===== src/rtl/reg12_arbiter.sv =====
// reg12_arbiter: round-robin arbiter/sequencer sharing one 12-bit user register.
// Ports: CLK, RST_N (sync, active-low); REQ/OP/DATA per requester; REG_Q register value;
//   GNT/ACK per requester; RDATA/FLAG result; REG_LOAD/INC/DEC/CLR strobes + REG_DIN.
module reg12_arbiter #(
    parameter int NREQ = 3,
    parameter bit SAT  = 1'b0
) (
    input  logic                 CLK,
    input  logic                 RST_N,
    input  logic [NREQ-1:0]      REQ,
    input  logic [2*NREQ-1:0]    OP,
    input  logic [12*NREQ-1:0]   DATA,
    input  logic [11:0]          REG_Q,
    output logic [NREQ-1:0]      GNT,
    output logic [NREQ-1:0]      ACK,
    output logic [11:0]          RDATA,
    output logic                 FLAG,
    output logic                 REG_LOAD,
    output logic                 REG_INC,
    output logic                 REG_DEC,
    output logic                 REG_CLR,
    output logic [11:0]          REG_DIN
);

    localparam int PW = $clog2(NREQ);

    localparam logic [1:0] OP_LOAD = 2'b00;
    localparam logic [1:0] OP_INC  = 2'b01;
    localparam logic [1:0] OP_DEC  = 2'b10;
    localparam logic [1:0] OP_CLR  = 2'b11;

    typedef enum logic [1:0] {
        S_IDLE,
        S_ISSUE,
        S_RESP
    } state_e;

    state_e            state_q, state_d;
    logic [PW-1:0]     ptr_q, ptr_d;
    logic [PW-1:0]     win_q, win_d;
    logic [1:0]        op_q, op_d;
    logic [11:0]       data_q, data_d;
    logic [NREQ-1:0]   gnt_q, gnt_d;
    logic [NREQ-1:0]   ack_q, ack_d;
    logic [11:0]       rdata_q, rdata_d;
    logic              flag_q, flag_d;
    logic              lim_q, lim_d;
    logic              ld_q, ld_d;
    logic              inc_q, inc_d;
    logic              dec_q, dec_d;
    logic              clr_q, clr_d;
    logic [11:0]       din_q, din_d;

    logic [1:0]        op_a   [NREQ];
    logic [11:0]       data_a [NREQ];

    for (genvar g = 0; g < NREQ; g++) begin : g_unpack
        assign op_a[g]   = OP[2*g +: 2];
        assign data_a[g] = DATA[12*g +: 12];
    end

    // Round-robin search: first requester at or after ptr_q, wrapping.
    logic              found;
    logic [PW-1:0]     pick;
    logic [PW:0]       sum;
    logic [PW-1:0]     cand;

    always_comb begin
        found = 1'b0;
        pick  = '0;
        sum   = '0;
        cand  = '0;
        for (int k = 0; k < NREQ; k++) begin
            sum = {1'b0, ptr_q} + (PW+1)'(k);
            if (sum >= (PW+1)'(NREQ)) begin
                sum = sum - (PW+1)'(NREQ);
            end
            cand = sum[PW-1:0];
            if (!found && REQ[cand]) begin
                found = 1'b1;
                pick  = cand;
            end
        end
    end

    logic lim;

    always_comb begin
        state_d = state_q;
        ptr_d   = ptr_q;
        win_d   = win_q;
        op_d    = op_q;
        data_d  = data_q;
        gnt_d   = gnt_q;
        ack_d   = '0;
        rdata_d = rdata_q;
        flag_d  = 1'b0;
        lim_d   = lim_q;
        ld_d    = 1'b0;
        inc_d   = 1'b0;
        dec_d   = 1'b0;
        clr_d   = 1'b0;
        din_d   = '0;
        lim     = 1'b0;

        unique case (state_q)
            S_IDLE: begin
                if (found) begin
                    win_d   = pick;
                    op_d    = op_a[pick];
                    data_d  = data_a[pick];
                    gnt_d   = NREQ'(1) << pick;
                    state_d = S_ISSUE;
                end
            end
            S_ISSUE: begin
                // REG_Q still holds the pre-operation value here.
                lim = ((op_q == OP_INC) && (REG_Q == 12'hFFF)) ||
                      ((op_q == OP_DEC) && (REG_Q == 12'h000));
                lim_d = lim;
                if (!(SAT && lim)) begin
                    unique case (op_q)
                        OP_LOAD: ld_d  = 1'b1;
                        OP_INC:  inc_d = 1'b1;
                        OP_DEC:  dec_d = 1'b1;
                        OP_CLR:  clr_d = 1'b1;
                        default: ;
                    endcase
                end
                din_d   = (op_q == OP_LOAD) ? data_q : 12'h000;
                state_d = S_RESP;
            end
            S_RESP: begin
                // Strobes were high this cycle; the negedge update is visible now.
                rdata_d = REG_Q;
                ack_d   = NREQ'(1) << win_q;
                flag_d  = lim_q;
                ptr_d   = (win_q == PW'(NREQ-1)) ? '0 : win_q + 1'b1;
                gnt_d   = '0;
                state_d = S_IDLE;
            end
            default: state_d = S_IDLE;
        endcase
    end

    always_ff @(posedge CLK) begin
        if (!RST_N) begin
            state_q <= S_IDLE;
            ptr_q   <= '0;
            win_q   <= '0;
            op_q    <= OP_LOAD;
            data_q  <= '0;
            gnt_q   <= '0;
            ack_q   <= '0;
            rdata_q <= '0;
            flag_q  <= 1'b0;
            lim_q   <= 1'b0;
            ld_q    <= 1'b0;
            inc_q   <= 1'b0;
            dec_q   <= 1'b0;
            clr_q   <= 1'b0;
            din_q   <= '0;
        end else begin
            state_q <= state_d;
            ptr_q   <= ptr_d;
            win_q   <= win_d;
            op_q    <= op_d;
            data_q  <= data_d;
            gnt_q   <= gnt_d;
            ack_q   <= ack_d;
            rdata_q <= rdata_d;
            flag_q  <= flag_d;
            lim_q   <= lim_d;
            ld_q    <= ld_d;
            inc_q   <= inc_d;
            dec_q   <= dec_d;
            clr_q   <= clr_d;
            din_q   <= din_d;
        end
    end

    assign GNT      = gnt_q;
    assign ACK      = ack_q;
    assign RDATA    = rdata_q;
    assign FLAG     = flag_q;
    assign REG_LOAD = ld_q;
    assign REG_INC  = inc_q;
    assign REG_DEC  = dec_q;
    assign REG_CLR  = clr_q;
    assign REG_DIN  = din_q;

endmodule


===== config.mk =====
export PLATFORM = sky130hd
export DESIGN_NAME = reg12_arbiter
export DESIGN_NICKNAME = d
export VERILOG_FILES = /design/src/rtl/reg12_arbiter.sv
export SDC_FILE = /design/constraint.sdc
export NUM_CORES = 1
export LEC_CHECK = 0
export CORE_MARGIN = 2
export CORE_UTILIZATION = 39
export CTS_CLUSTER_DIAMETER = 50
export DETAILED_ROUTE_END_ITERATION = 12
export PLACE_DENSITY = 0.83
export SLEW_MARGIN = 20
export SYNTH_ARGS = -nofsm -noshare
export SYNTH_HDL_FRONTEND = slang
export SYNTH_SLANG_ARGS = --single-unit
export TNS_END_PERCENT = 20

===== constraint.sdc =====
create_clock -name CLK -period 2.27 [get_ports CLK]
set_clock_uncertainty 0.15 [all_clocks]
set_input_delay 0.454 -clock CLK [delete_from_list [all_inputs] [get_ports CLK]]
set_output_delay 0.454 -clock CLK [all_outputs]
set_load 0.1 [all_outputs]

# Yosys cells after proc, flatten, opt, wreduce, memory -nomap -nowiden

Index checks and enable logic that the tools add are counted.
Widths: inputs -> output; s select.

Bits in registers: 56
Bits of input ports: 59
Output and inout bits: 35
Word-level logic and storage cells: 85

$add $sub $neg: 6
Magnitude comparators: 7
Equality and inequality tests: 8
Shifts and indexed selects: 2
Muxes and demuxes: 30
Bitwise logic cells: 1
Reductions and logical operators: 16

Operators by type and width:

| cell                 | number |
|---|---|
| $bmux 12 s2          | 1 |
| $mux 12              | 2 |
| $mux 2               | 10 |
| $eq 12x12->1 const B | 1 |
| $logic_not 12->1     | 1 |
| $mux 1               | 10 |
| $lt 2x3->1 const B   | 3 |
| $eq 2x2->1 const B   | 4 |
| $reduce_and 2->1     | 4 |
| $bmux 1 s2           | 3 |
| $ge 3x2->1 const B   | 2 |
| $pmux 3 s2           | 1 |
| $shl 1x2->3 const A  | 2 |
| $sub 2x2->2 const B  | 3 |
| $bmux 2 s2           | 1 |
| $eq 2x1->1 const B   | 2 |
| $logic_and 1x1->1    | 4 |
| $logic_not 2->1      | 2 |
| $pmux 2 s2           | 1 |
| $add 2x1->3 const B  | 1 |
| $add 2x2->3 const B  | 1 |
| $ge 3x3->1 const B   | 1 |
| $mux 3               | 1 |
| $not 2->3            | 1 |
| 7 further kinds      | 8 |

# Longest topological paths before layout

Depth after elaboration: 15
Mapped depth: 10
Mapped depth without buffers: 7

# Worst setup path before layout

OpenSTA, ideal clock, no wires.

Kind: reg2reg
Start: register ptr_q[1]
End: register data_q[10]
Setup time: 129 ps
Arrival: 2,193 ps
Data required time: 1,991 ps
Path slack: -202 ps
Cell stages (with the launch flop): 10
Buffers on the path: 2
Clock period less this slack: 2,472 ps
Path through: dfxtp_1 -> inv_1 -> ha_1 -> buf_6 -> mux2_4 -> mux2i_4 -> mux2i_2 -> buf_4 -> mux2i_1 -> o211ai_1

Cells in the longest elaborated chain, start to end: 15
Elaborated cells between the ends (all ways): 32
Classes of those cells: add/sub: 5; order compare: 3; mux: 18; bitwise: 1; reduce/logical: 5

RTL lines:

| item                                                 | line | source |
|---|---|---|
| start, declared                                      | 39   | `logic [PW-1:0] ptr_q, ptr_d;` |
| start signal, assigned                               | 165  | `ptr_q <= ptr_d;` |
| branches (longest 15 deep; another with $add 2x1->3) | n/a  |  |
| end signal, assigned                                 | 168  | `data_q <= data_d;` |
| end, declared                                        | 42   | `logic [11:0] data_q, data_d;` |

Several ways; the timed one is not identified. The select of a mux whose other input is x is not followed.
A chain may end at the register's enable or synchronous reset.

# Worst setup path after layout

Start: input port REQ[2]
End: register gnt_q[1] (netlist: GNT[1])

Cells in the longest elaborated chain, start to end: 12
Elaborated cells between the ends (all ways): 21
Classes of those cells: eq/ne: 1; shift: 1; mux: 14; reduce/logical: 5

RTL lines:

| item                         | line | source |
|---|---|---|
| start, declared              | 10   | `input logic [NREQ-1:0] REQ,` |
| $bmux 1 s2                   | 79   | `if (!found && REQ[cand]) begin` |
| $mux 1 (not written as such) | 79   |  |
| $mux 1                       | 79   |  |
| $logic_not 1->1              | 79   |  |
| $logic_and 1x1->1            | 79   |  |
| $mux 1                       | 79   |  |
| $logic_not 1->1              | 79   |  |
| $logic_and 1x1->1            | 79   |  |
| $mux 2                       | 79   |  |
| $shl 1x2->3                  | 112  | `gnt_d = NREQ'(1) << pick;` |
| $mux 3                       | 108  | `if (found) begin` |
| $pmux 3 s2                   | 106  | `unique case (state_q)` |
| end signal, assigned         | 169  | `gnt_q <= gnt_d;` |
| end, declared                | 43   | `logic [NREQ-1:0] gnt_q, gnt_d;` |

Parallel ways exist; a longest one is shown, timed or not. The select of a mux whose other input is x is not followed.

==> run metrics <==
status finished with violations; violated checks setup timing; drt pass-1 iters 4; DRC 0; worst vdd ir 0.395 mV; critical path arrival 2480 ps; CTS Buffer Depth 2; Slew HR 0.587; Core Area 5990 sq um; cells after synthesis 261; Register-to-Register Path Depth 10; Layout Utilization 0.626; share of layout cells above drive strength 1 0.247; area of the multi-input gates 1300 sq um; crit-path cells clkdlybuf4s50_1 -> mux2_2 -> o311ai_4 -> mux2i_4 -> or4_1 -> a21oi_1; Yosys Warn Count 0; count of final max-slew check failures 0; Clock power frac 0.248; Max Freq 421 MHz; WP buf/inv 1; post-synthesis area per instance 9.42 sq um; P_sw 0.869 mW; number of enable flip-flop cells after synthesis 0; area of the mapped netlist 2460 sq um; Seq. cell area 1130 sq um; drt total wl 7.07 mm; # setup viols final 12; die height 83.4 microns; non-filler cells, final 447; Clock Latency Late Sink 310 ps; Vias per Instance 5.28; root buf cell clkbuf_8; total power 2.63 mW; Via Count 2,362; Post-synth top cells dfxtp_1, nand2_1, o211ai_1; Netlist cell types 44; Worst-path clk slew 100 ps; share of the synthesized area in the top cell type 0.456; RSZ-0062 raised after global routing yes; initial antenna violation count 0; Final WS setup -108 ps; DR iter-0 viols 95; Post-Place Cells 433; P_int 1.76 mW; Fillers 526; Top FF cell, synth dfxtp_1; global route overflow 0; overall routing resource usage 0.198; ant diodes 0; CTS tree yes; first-pass GRT wire length 11.2 mm; Reg power frac 0.428; die width 83.4 microns; largest stage delay on the critical path 530 ps; minimum clock period 2380 ps; Slew @ Worst Pin 619 ps; Top Ports 94; Sink Count 56; area delta synth->final 52.5%; worst-path fanout max 5; Initial Utilization 0.410; CP required 2370 ps; DP Worst Slack -419 ps; leak pwr 1.54 nW; Post-DRT Antenna Nets 0; Final #Nets 434; Die ar. 6960 sq um; WHS Path Cells 2; H-tree depth 2; register area share after synthesis 0.456; Stages on worst setup path 6; Placement Cell Area 3520 sq um; most frequent cell after synthesis dfxtp_1; switch share 0.330; post-route cell area 3750 sq um; Setup crit start kind input pin; post-synth top area cell dfxtp_1; critical path type input pin to register; Max Cap Viol 0; Post-Syn Nets 324; IO Port Bufs 93; Comb pwr share 0.324; flops & latches, synth 56; Routed wire per std cell 15.8 microns; Placer Congestion 0.863; delay-heaviest family, CP simple AND/OR/NAND/NOR gates; top cells by area, synth dfxtp_1, o211ai_1, mux2i_1, nand2_1, and2_1; fraction of registers with async set/reset 0; pin count of the biggest net entering global routing 22; vias in the first global route 2,381; worst min path class register to register; TritonCTS buffer count 5; # rows 28; pwr dens 701 nW/um^2; Tcrit/Tclk final 1.05; DP HPWL 5.14 mm; final hold vios 0; Critical Path End Type register; slowest cell on the critical path or4_1
[sequential cells by signal (all words and copies together) (netlist names), 2 cells and up]
signal and count:
RDATA 12, REG_DIN 12, data_q 12, ACK 3, GNT 3, op_q 2
ptr_q 2, state_q 2, win_q 2
[kinds of logic (layout without fill, tap and decap cells)]
logic type,after synthesis,in the layout,synth area share
adders and majority gates,4,4,0.0204
buffers and inverters,24,135,0.0443
muxes,22,22,0.0992
AOI/OAI and AO/OA,60,60,0.172
DFF,56,56,0.456
and+or+nand+nor,95,95,0.208
[power groups by stage]
stage                     sequential [mW]  combinational, mW  clock [mW]
final                                1.13              0.851       0.652
after detailed placement             1.15              0.801           0
after global routing                 1.14              0.899       0.704
after CTS                            1.13              0.844       0.671
after floorplan                      1.34              0.309           0
after global placement               1.14              0.786           0
[worst register-to-register path, stage by stage (launching register included)]
cell	delay, ps
dfxtp_4	370
inv_4	40
ha_4	170
buf_4	130
buf_4	120
nand3b_1	210
buf_4	180
o311ai_4	60
mux2i_4	170
or4_1	530
a21oi_1	150
[timing repair]
| action | 4_1_cts | 5_1_grt |
|---|---|---|
| endpoints found under the setup margin | 17 | 17 |
| setup buffers | 5 | 0 |
| hold buffers | 0 | 0 |
| resized for setup | 14 | 4 |
| pin swaps | 1 | 1 |
| cloned | 1 | 0 |
[layer usage]
metal  vias to the layer above  global-route usage  part of all wire
li1                       1170                   -                 -
met1                      1117               0.233              0.41
met4                         0              0.0790             0.024
met3                        11              0.0328             0.041
met5                         -                   0                 0
met2                        64               0.356              0.53
[path summary, 6_finish.rpt]
path	from	to	slack [ps]
max	REQ[2]	GNT[1]	-110
min	RDATA[5]	RDATA[5]	310
max reg2reg	ptr_q[1]	GNT[1]	-60
min reg2reg	RDATA[5]	RDATA[5]	310
[final cells by class]
cell class                 count  share of cell area
multi-input combinational    181               0.346
sequential                    56               0.301
timing repair buffer         121               0.292
tap                           75              0.0250
clock buffer                   6              0.0194
clock inverter                 2              0.0103
inverter                       6             0.00667
[stage by stage]
step           setup TNS (ps)  hold WS, ps
3_3_place_gp            -5220          285
5_1_grt                 -1800          337
3_5_place_dp            -6840          291
6_report                 -332          311
4_1_cts                  -124          315
2_1_floorplan            -806          277
[layout by cell type (no fill, tap or decap), types with 4 or more instances in the layout]
cell type,netlist,routed
a21oi_1,15,15
and2_1,13,13
and3_1,4,4
buf_4,2,60
clkbuf_8,0,5
clkdlybuf4s50_1,0,57
dfxtp_1,56,54
inv_1,5,4
mux2i_1,17,15
nand2_1,30,30
nand3_1,16,16
nand4_1,4,4
nor2_1,4,4
o211ai_1,28,28
(Power assumes the default switching activity.)
